==> src/rtl/regfile_wport_ctrl.sv <==
// Register-file write-port arbiter: WB vs. one buffered long-latency result, with starvation guard.
// Define REGFILE_WPORT_CLEAR_EN to include the post-reset x1..x(REG_NUM-1) clear sequencer.
module regfile_wport_ctrl #(
  parameter int unsigned ADDR_W     = 5,
  parameter int unsigned DATA_W     = 32,
  parameter int unsigned REG_NUM    = 32,
  parameter int unsigned STARVE_MAX = 4
) (
  input  logic              clk_i,
  input  logic              rst_i,
  input  logic              wb_we_i,
  input  logic [ADDR_W-1:0] wb_addr_i,
  input  logic [DATA_W-1:0] wb_data_i,
  input  logic              lu_valid_i,
  input  logic [ADDR_W-1:0] lu_addr_i,
  input  logic [DATA_W-1:0] lu_data_i,
  output logic              lu_ready_o,
  output logic              rf_we_o,
  output logic [ADDR_W-1:0] rf_addr_o,
  output logic [DATA_W-1:0] rf_data_o,
  output logic              stall_o,
  output logic              busy_o,
  output logic              pend_valid_o,
  output logic [ADDR_W-1:0] pend_addr_o
);

  localparam int unsigned CNT_W = 4;

  logic              r_pend_valid;
  logic [ADDR_W-1:0] r_pend_addr;
  logic [DATA_W-1:0] r_pend_data;
  logic [CNT_W-1:0]  r_starve;

  logic w_run;
  logic w_wb_req;
  logic w_lu_keep;
  logic w_force;
  logic w_same;
  logic w_drain;
  logic w_drop;
  logic w_blocked;
  logic w_accept;

`ifdef REGFILE_WPORT_CLEAR_EN
  typedef enum logic {ST_CLEAR, ST_RUN} state_t;

  state_t            r_state;
  logic [ADDR_W-1:0] r_idx;
  logic              w_clr;

  // Clear sequencer: one zero write per cycle from x1 up to the last register
  always_ff @(posedge clk_i) begin
    if (rst_i) begin
      r_state <= ST_CLEAR;
      r_idx   <= ADDR_W'(1);
    end else if (r_state == ST_CLEAR) begin
      r_idx <= r_idx + ADDR_W'(1);
      if (r_idx == ADDR_W'(REG_NUM - 1)) begin
        r_state <= ST_RUN;
      end
    end
  end

  assign w_clr  = !rst_i && (r_state == ST_CLEAR);
  assign w_run  = !rst_i && (r_state == ST_RUN);
  assign busy_o = rst_i || (r_state == ST_CLEAR);
`else
  assign w_run  = !rst_i;
  assign busy_o = 1'b0;
`endif

  // x0 and addresses beyond the implemented file are never written
  assign w_wb_req  = wb_we_i && (wb_addr_i != '0) && (32'(wb_addr_i) < REG_NUM);
  assign w_lu_keep = (lu_addr_i != '0) && (32'(lu_addr_i) < REG_NUM);

  assign w_force   = r_pend_valid && (r_starve == CNT_W'(STARVE_MAX));
  assign w_same    = (wb_addr_i == r_pend_addr);
  assign w_drain   = w_run && r_pend_valid && (w_force || !w_wb_req);
  assign w_drop    = w_run && r_pend_valid && !w_force && w_wb_req && w_same;
  assign w_blocked = w_run && r_pend_valid && !w_force && w_wb_req && !w_same;

  assign lu_ready_o = w_run && !r_pend_valid;
  assign w_accept   = lu_valid_i && lu_ready_o;

  // Write-port mux: clear, forced drain, WB, opportunistic drain
  always_comb begin
    rf_we_o   = 1'b0;
    rf_addr_o = '0;
    rf_data_o = '0;
    stall_o   = 1'b0;
`ifdef REGFILE_WPORT_CLEAR_EN
    if (w_clr) begin
      rf_we_o   = 1'b1;
      rf_addr_o = r_idx;
    end
`endif
    if (w_run) begin
      if (w_force) begin
        rf_we_o   = 1'b1;
        rf_addr_o = r_pend_addr;
        rf_data_o = r_pend_data;
        stall_o   = 1'b1;
      end else if (w_wb_req) begin
        rf_we_o   = 1'b1;
        rf_addr_o = wb_addr_i;
        rf_data_o = wb_data_i;
      end else if (r_pend_valid) begin
        rf_we_o   = 1'b1;
        rf_addr_o = r_pend_addr;
        rf_data_o = r_pend_data;
      end
    end
  end

  // Holding register and starvation counter; accept only happens when empty
  always_ff @(posedge clk_i) begin
    if (rst_i) begin
      r_pend_valid <= 1'b0;
      r_pend_addr  <= '0;
      r_pend_data  <= '0;
      r_starve     <= '0;
    end else begin
      if (w_drain || w_drop) begin
        r_pend_valid <= 1'b0;
        r_starve     <= '0;
      end else if (w_blocked) begin
        r_starve <= r_starve + CNT_W'(1);
      end
      if (w_accept && w_lu_keep) begin
        r_pend_valid <= 1'b1;
        r_pend_addr  <= lu_addr_i;
        r_pend_data  <= lu_data_i;
        r_starve     <= '0;
      end
    end
  end

  assign pend_valid_o = r_pend_valid && !rst_i;
  assign pend_addr_o  = pend_valid_o ? r_pend_addr : '0;

endmodule

==> config.mk <==
export PLATFORM = sky130hd
export DESIGN_NAME = regfile_wport_ctrl
export DESIGN_NICKNAME = d
export VERILOG_FILES = /design/src/rtl/regfile_wport_ctrl.sv
export SDC_FILE = /design/constraint.sdc
export NUM_CORES = 1
export LEC_CHECK = 0
export ABC_CLOCK_PERIOD_IN_PS = 1900
export CORE_MARGIN = 1.5
export CORE_UTILIZATION = 50
export CTS_CLUSTER_DIAMETER = 100
export DETAILED_ROUTE_END_ITERATION = 10
export DONT_BUFFER_PORTS = 1
export PLACE_DENSITY = 0.68
export SLEW_MARGIN = 20
export SYNTH_ARGS = -nofsm -noshare
export SYNTH_HDL_FRONTEND = slang
export SYNTH_SLANG_ARGS = --single-unit
==> constraint.sdc <==
create_clock -name clk_i -period 1.9 [get_ports clk_i]
set_input_delay 0.38 -clock clk_i [delete_from_list [all_inputs] [get_ports clk_i]]
set_output_delay 0.38 -clock clk_i [all_outputs]
set_load 0.02 [all_outputs]
### Word-level counts from Yosys, hierarchy flattened

Index checks and enable logic that the tools add are counted.

* flip-flop bits (word level): 42
* input bits: 78
* output and inout port bits: 47
* logic and storage cells: 46

* add/sub/neg operators: 1
* equality and inequality tests: 2
* muxes and demuxes: 17
* reductions and logical operators: 22

Operators by type and width (count)
* two-way mux 32 bit: 4
* two-way mux 5 bit: 5
* logical AND 1 bit: 11
* nonzero test 5 bit: 2
* two-way mux 1 bit: 8
* equality test 5 bit: 1
* zero test 1 bit: 5
* adder 4 x 1 -> 4 bit (second input constant): 1
* equality test 4 x 3 -> 1 bit (second input constant): 1
* OR reduction 3 bit: 1
* logical OR 1 bit: 2
* nonzero test 2 bit: 1

### Longest topological paths before layout

Gate-level depths: netlist (run 1).

* depth after elaboration: 9
* depth in mapped cells: 8
* depth with buffers taken out: 7

### Worst setup path after synthesis (run 1)

Ideal clock, no wire load.

* path type: in2out
* start: input wb_addr_i[3]
* end: output rf_data_o[0]
* arrival time: 1862 ps
* setup slack: -342 ps
* stages: 6
* path buffers: 2
* cells stage by stage: or4_1 o211ai_1 buf_4 buf_8 nand2_1 a21oi_1

* cells in the longest elaborated chain, start to end: 5

Ends and longest elaborated chain
* start: declaration: line 12 `input logic [ADDR_W-1:0] wb_addr_i,`
* nonzero test 5 bit: line 73 `assign w_wb_req = wb_we_i && (wb_addr_i != '0) && (32'(wb_addr_i) < REG_NUM);`
* logical AND 1 bit: line 73
* two-way mux 32 bit: line 103 `end else if (w_wb_req) begin`
* two-way mux 32 bit: line 98 `if (w_force) begin`
* two-way mux 32 bit: line 97 `if (w_run) begin`
* end: declaration: line 20 `output logic [DATA_W-1:0] rf_data_o,`

No other way between the ends.

### Final worst setup path (run 1)

* start: register r_starve[0]
* end: output rf_data_o[27]

* cells in the longest elaborated chain, start to end: 4

Ends and longest elaborated chain
* start: declaration: line 32 `logic [CNT_W-1:0] r_starve;`
* start signal: assignment: line 127 `r_starve <= r_starve + CNT_W'(1);`
* equality test 4 x 3 -> 1 bit: line 76 `assign w_force = r_pend_valid && (r_starve == CNT_W'(STARVE_MAX));`
* logical AND 1 bit: line 76
* two-way mux 32 bit: line 98
* two-way mux 32 bit: line 97

No other way between the ends.

==> results.ini, run 1 <==
[status]
status = finished with violations
violations = negative setup slack

[placed_design]
port_buffers = 0
dp_hpwl_mm = 4.33
routabilityCongestion = 0.815
place_ws_ns = -0.321

[min_path]
min-delay-start = rst_i
hold_path_class = input pin to register

[cells_and_area]
final_common_cell = nand2_1
nets = 449
antenna_cells = 0
multi_input_area_mm2 = 0.00197
layout_common_cells = nand2_1, dfxtp_1, a21oi_1
fill_cells = 251
seq_area_um2 = 843
layout-area-overhead-vs-synth_pct = 58.9
drive_gt1_share_pct = 45.1

[timing]
rsz0062_at_grt = true
finalCritPeriodShare_pct = 121
min_period_ns = 2.29
clock_skew_ns = 0.00563
fin_ws_ns = -0.390
worst_hold_slack_ns = 0.145
fmax_mhz = 437
drv_slew = 0
setup_violations = 38
hold_viol = 0

[synth]
synth-edff-count = 0
syn_area_per_cell_um2 = 6.80
synth_area_mm2 = 0.00230
syn_inst = 338
yosysTopAreaCellShare_pct = 36.6
synth.top_cells.by_area = dfxtp_1, nand2_1, a21oi_1
synth_seq_cells = 42
ys_seq_area_share_pct = 36.6
synth_warnings = 0
yosysUniqueCellTypes = 35
synth_fp_nets = 418
ys.flop_type = dfxtp_1
async_flop_share_pct = 0
yosys.area.top_type = dfxtp_1

[pwr]
power.density_mw_per_mm2 = 608
peakVddDrop_mv = 0.502
p_leak_nw = 1.44

[floorplanning]
start_util_pct = 52.5
die_w_um = 70.8
io_pins = 125
dieArea_mm2 = 0.00502
core_mm2 = 0.00438
die_y_um = 70.8
rows = 24

[detailed_routing]
drc = 0
routed_wl_mm = 7.82
drtPass1Iterations = 4
drtIter0Drc = 147
final_antenna_net_count = 0
avgRoutedWirePerCell_um = 18.5
vias = 2480
via_per_inst = 5.88

[cts]
cts_made_buffers = 5
cts_max_path_buffers = 2
clkTransAtPathRegs_ns = 0.08
h-tree-depth = 2
insertion_delay_ns = 0.29
cts_sinks = 42
cts_tree = done
ctsRootBufferMaster = clkbuf_8

[grt]
grt_pass1_vias = 2190
grt_overflow = 0
grtUsageTotal_pct = 24.0
grt_max_degree = 48
antenna_found_initial = 0
grt_first_pass_wirelength_mm = 9.80

[critical_path]
critPathKind = register to output port
path_common_cell = buf_4
cp.arrival_ns = 1.91
cp-end-kind = output port
crit_path_max_incr_delay_ns = 0.35
worst-path-max-fanout = 7
path_cells = inv_2 -> ha_4 -> nand4b_1 -> buf_4 -> and2_4 -> buf_12 -> nand2_2 -> a21oi_2 -> buf_4
worstPathRequired_ns = 1.52
cp-start-kind = register
reg2reg_from = r_starve[0]
cp_slowest_cell = dfxtp_2
crit_start = r_starve[0]

[flow_run]
cap_violations = 0

sequential cells by signal, indices dropped and copies added, names as in the netlist:
register / count
r_starve: 4
r_pend_addr: 5
r_pend_valid: 1
r_pend_data: 32
area by class of cell:
type | instances | share of cell area [%]
clock buffer | 7 | 2.36
clock inverter | 1 | 0.137
inverter | 3 | 0.308
sequential | 42 | 23.1
tap | 52 | 1.78
timing repair buffer | 51 | 18.3
multi-input combinational | 266 | 54.0
worst max-delay path: cells and delay by family (launching register included):
family          cells  cell delay (ns)
compound gates      1             0.16
fa+ha+maj           1             0.15
buf+inv             4             0.50
flops               1             0.35
simple gates        3             0.44
cell usage after synthesis (3+ instances only):
library cell / instances
nand2_1: 145
dfxtp_1: 42
buf_4: 7
and2_1: 7
a21oi_2: 4
inv_1: 3
buf_6: 4
xor2_1: 5
nor2_1: 6
buf_8: 3
clkbuf_1: 9
a21oi_1: 70
cells by family after synthesis:
family                     count (synthesis)  synth area share (%)
xor gates and xnor gates                   5                  1.90
adders and majority gates                  2                  1.09
buffers and inverters                     30                  8.92
other                                      1                 0.163
DFF                                       42                  36.6
and+or+nand+nor                          172                  30.8
AOI/OAI and AO/OA                         86                  20.5
routing by layer:
metal	part of all wire, %	routed length (um)	vias up	track usage, %
met3	6.6	512	9	7.26
met4	1.0	81	0	5.03
li1	-	-	1163	-
met5	0	0	-	0
met1	40	3130	1196	28.2
met2	52	4090	112	43.3
final timing paths:
path,endpoint,slack [ns],cells after the start
setup reg to reg,r_starve[3],0.01,9
hold reg to reg,r_pend_data[22],0.45,2
setup / recovery,rf_data_o[27],-0.39,9
hold / removal,r_pend_addr[0],0.15,1
per-stage QoR:
step | instances | cell area (um2) | total power, mW | setup TNS [ns] | util [%]
2_1_floorplan | 338 | 2710 | 1.38 | -7.64 | -
3_3_place_gp | 397 | 2900 | 1.46 | -9.39 | 66.0
3_5_place_dp | 397 | 2900 | 1.47 | -9.78 | 66.0
4_1_cts | 415 | 3230 | 2.12 | -9.14 | 73.6
5_1_grt | 422 | 3650 | 2.31 | -15.10 | 83.4
6_report | 422 | 3650 | 2.22 | -12.32 | 83.4
what timing repair did:
action / in CTS / in global routing
setup endpoints to repair: 41 / 45
resized for setup: 36 / 81
gates cloned: 3 / 7
pin swaps: 19 / 51
setup buffers: 7 / 3
hold buffers: 0 / 0
where the power goes:
group | switching [mW] | leakage (nW) | internal (mW)
registers | 0.0495 | 0.346 | 0.932
logic | 0.367 | 1.04 | 0.279
clock network | 0.303 | 0.0482 | 0.293
total | 0.720 | 1.44 | 1.50
(Power assumes the default switching activity.)
==> run 2, diff against run 1 <==
--- a/config.mk
+++ b/config.mk
@@ -6,6 +6,7 @@
 export NUM_CORES = 1
 export LEC_CHECK = 0
 export ABC_CLOCK_PERIOD_IN_PS = 1900
+export CAP_MARGIN = 30
 export CORE_MARGIN = 1.5
 export CORE_UTILIZATION = 50
 export CTS_CLUSTER_DIAMETER = 100
==> results of run 2 <==
No change in the layout: final DEF, timing and power equal those of run 1.
==> run 3, diff against run 2 <==
--- a/config.mk
+++ b/config.mk
@@ -8,11 +8,10 @@
 export ABC_CLOCK_PERIOD_IN_PS = 1900
 export CAP_MARGIN = 30
 export CORE_MARGIN = 1.5
-export CORE_UTILIZATION = 50
+export CORE_UTILIZATION = 35
 export CTS_CLUSTER_DIAMETER = 100
 export DETAILED_ROUTE_END_ITERATION = 10
-export DONT_BUFFER_PORTS = 1
-export PLACE_DENSITY = 0.68
+export PLACE_DENSITY = 0.76
 export SLEW_MARGIN = 20
 export SYNTH_ARGS = -nofsm -noshare
 export SYNTH_HDL_FRONTEND = slang
==> run 3 against run 2 <==
  * The flow still finishes with violations (negative setup slack)
  * Clock-buffer cell count unchanged
  * Core utilization is 6.7 points lower
  * First-iteration DRC count fell by 17%
  * Clock skew fell by 0.0031 ns
  * Flip-flop and latch count unchanged
  * Critical path type is now input pin to output port
  * Critical endpoint unchanged
==> results.ini, run 3 (synthesis gave the netlist of run 1 again) <==
[floorplanning]
die_w_um = 84.1
dieArea_mm2 = 0.00707
start_util_pct = 36.2
rows = 29
die_y_um = 84.1
io_pins = 125
core_mm2 = 0.00635

[cts]
postCtsHoldBufs = 0
cts_tree = done
cts_made_buffers = 5
h-tree-depth = 2
clkTransAtPathRegs_ns = 0.07
cts_sinks = 42
cts_max_path_buffers = 2
ctsRootBufferMaster = clkbuf_8
insertion_delay_ns = 0.29

[critical_path]
cp.arrival_ns = 1.94
cp_slowest_cell = or4_4
worstPathRequired_ns = 1.52
cp-end-kind = output port
worst-path-max-fanout = 6
critPathKind = input pin to output port
path_cells = buf_6 -> or4_4 -> o21a_4 -> o21bai_4 -> buf_8 -> buf_16 -> a21oi_2 -> buf_4
crit_path_max_incr_delay_ns = 0.55
cp-start-kind = input pin

[cells_and_area]
nets = 575
largest_reg_flops = 32
antenna_cells = 0
top_register = r_pend_data
layout-area-overhead-vs-synth_pct = 112
fin_area_mm2 = 0.00487
reg.largest.list = r_pend_data (32), r_pend_addr (5), r_starve (4)
drive_gt1_share_pct = 41.7
fill_cells = 456
layout_common_cells = nand2_1, clkdlybuf4s50_1, dfxtp_1
final_common_cell = nand2_1

[grt]
grt_use_met2_pct = 41.1
grt_pass1_vias = 2809
grt_first_pass_wirelength_mm = 13.2
grt_max_degree = 31
busiest_layer = met2
grtUsageTotal_pct = 23.3
grt_overflow = 0
antenna_found_initial = 0
grtUsageMet3_pct = 4.85
met1_usage_pct = 28.5

[placed_design]
place_area_mm2 = 0.00416
routabilityCongestion = 0.810
dp_hpwl_mm = 5.55
port_buffers = 123
place_ws_ns = -1.33

[detailed_routing]
drtPass1Iterations = 4
drc = 0
drtIter0Drc = 122
final_antenna_net_count = 0
avgRoutedWirePerCell_um = 16.7
routed_wl_mm = 9.58
via_per_inst = 5.15
vias = 2951

[pwr]
peakVddDrop_mv = 0.363
power.density_mw_per_mm2 = 517
p_leak_nw = 1.94

[timing]
clock_skew_ns = 0.00256
min_period_ns = 2.32
rsz0062_at_grt = true
drv_slew = 0
setup_violations = 41
finalCritPeriodShare_pct = 122
hold_viol = 0
fmax_mhz = 431
fin_ws_ns = -0.422

[status]
violations = negative setup slack
status = finished with violations

[flow_run]
cap_violations = 0

[min_path]
hold_path_class = input pin to register

==> run 3: cell types whose count changed in the layout (fill, tap and decap cells not counted), moves of 3 or more <==
cell	previous run	this run
buf_16	1	5
buf_2	0	7
buf_4	26	31
buf_6	6	39
clkdlybuf4s50_1	0	70
dlymetal6s2s_1	0	3
nand2_1	87	101
nand2_2	27	37
nand2_4	31	7
==> run 3: worst paths after layout <==
path              startpoint               to  slack [ns]  cells past startpoint
max reg2reg      r_starve[1]      r_starve[3]       -0.06                      9
min reg2reg  r_pend_data[25]  r_pend_data[25]        0.46                      2
max             wb_addr_i[4]    rf_data_o[27]       -0.42                      8
min             lu_addr_i[2]   r_pend_addr[2]        0.39                      3
==> run 3: area by class of cell <==
class	count	area [um2]	area share, %
clock buffers	7	86.3	1.77
clock inverters	1	5.00	0.103
inverters	3	11.3	0.231
well taps	77	96.3	1.98
multi-input cells	266	1820	37.4
flip-flops and latches	42	843	17.3
repair buffers	177	2000	41.1
==> run 3: through the flow <==
step / util, % / cells / setup TNS [ns] / hold slack, ns / power, mW
finish: 76.7 / 573 / -15.24 / 0.387 / 2.52
global route: 76.7 / 573 / -17.46 / 0.402 / 2.63
global placement: 65.6 / 542 / -55.40 / 0.443 / 1.71
floorplan: - / 338 / -7.64 / 0.437 / 1.38
CTS: 71.9 / 565 / -17.01 / 0.449 / 2.42
detailed placement: 65.6 / 542 / -57.51 / 0.447 / 1.73
==> run 3: what timing repair did <==
action / in CTS / in global routing
cloned: 5 / 6
pin swaps: 6 / 10
gates resized for setup: 285 / 71
endpoints found under the setup margin: 50 / 56
setup buffers: 10 / 5
==> run 3: layer usage <==
metal  routed length, um  vias to the layer above
met5                   0                        -
met4                 139                        0
met3                 581                       13
met2                5090                      121
met1                3780                     1398
li1                    -                     1419
==> run 3: report_power, final <==
| group | switching [mW] | leakage [nW] | internal [mW] |
|---|---|---|---|
| combinational | 0.445 | 1.54 | 0.513 |
| sequential | 0.0382 | 0.346 | 0.931 |
| clock | 0.296 | 0.0482 | 0.293 |
| total | 0.779 | 1.94 | 1.74 |
==> run 3: critical path: cells and delay by family <==
family	cells	cell delay [ns]
buffers and inverters	4	0.57
and+or+nand+nor	1	0.55
AOI/OAI and AO/OA	3	0.44
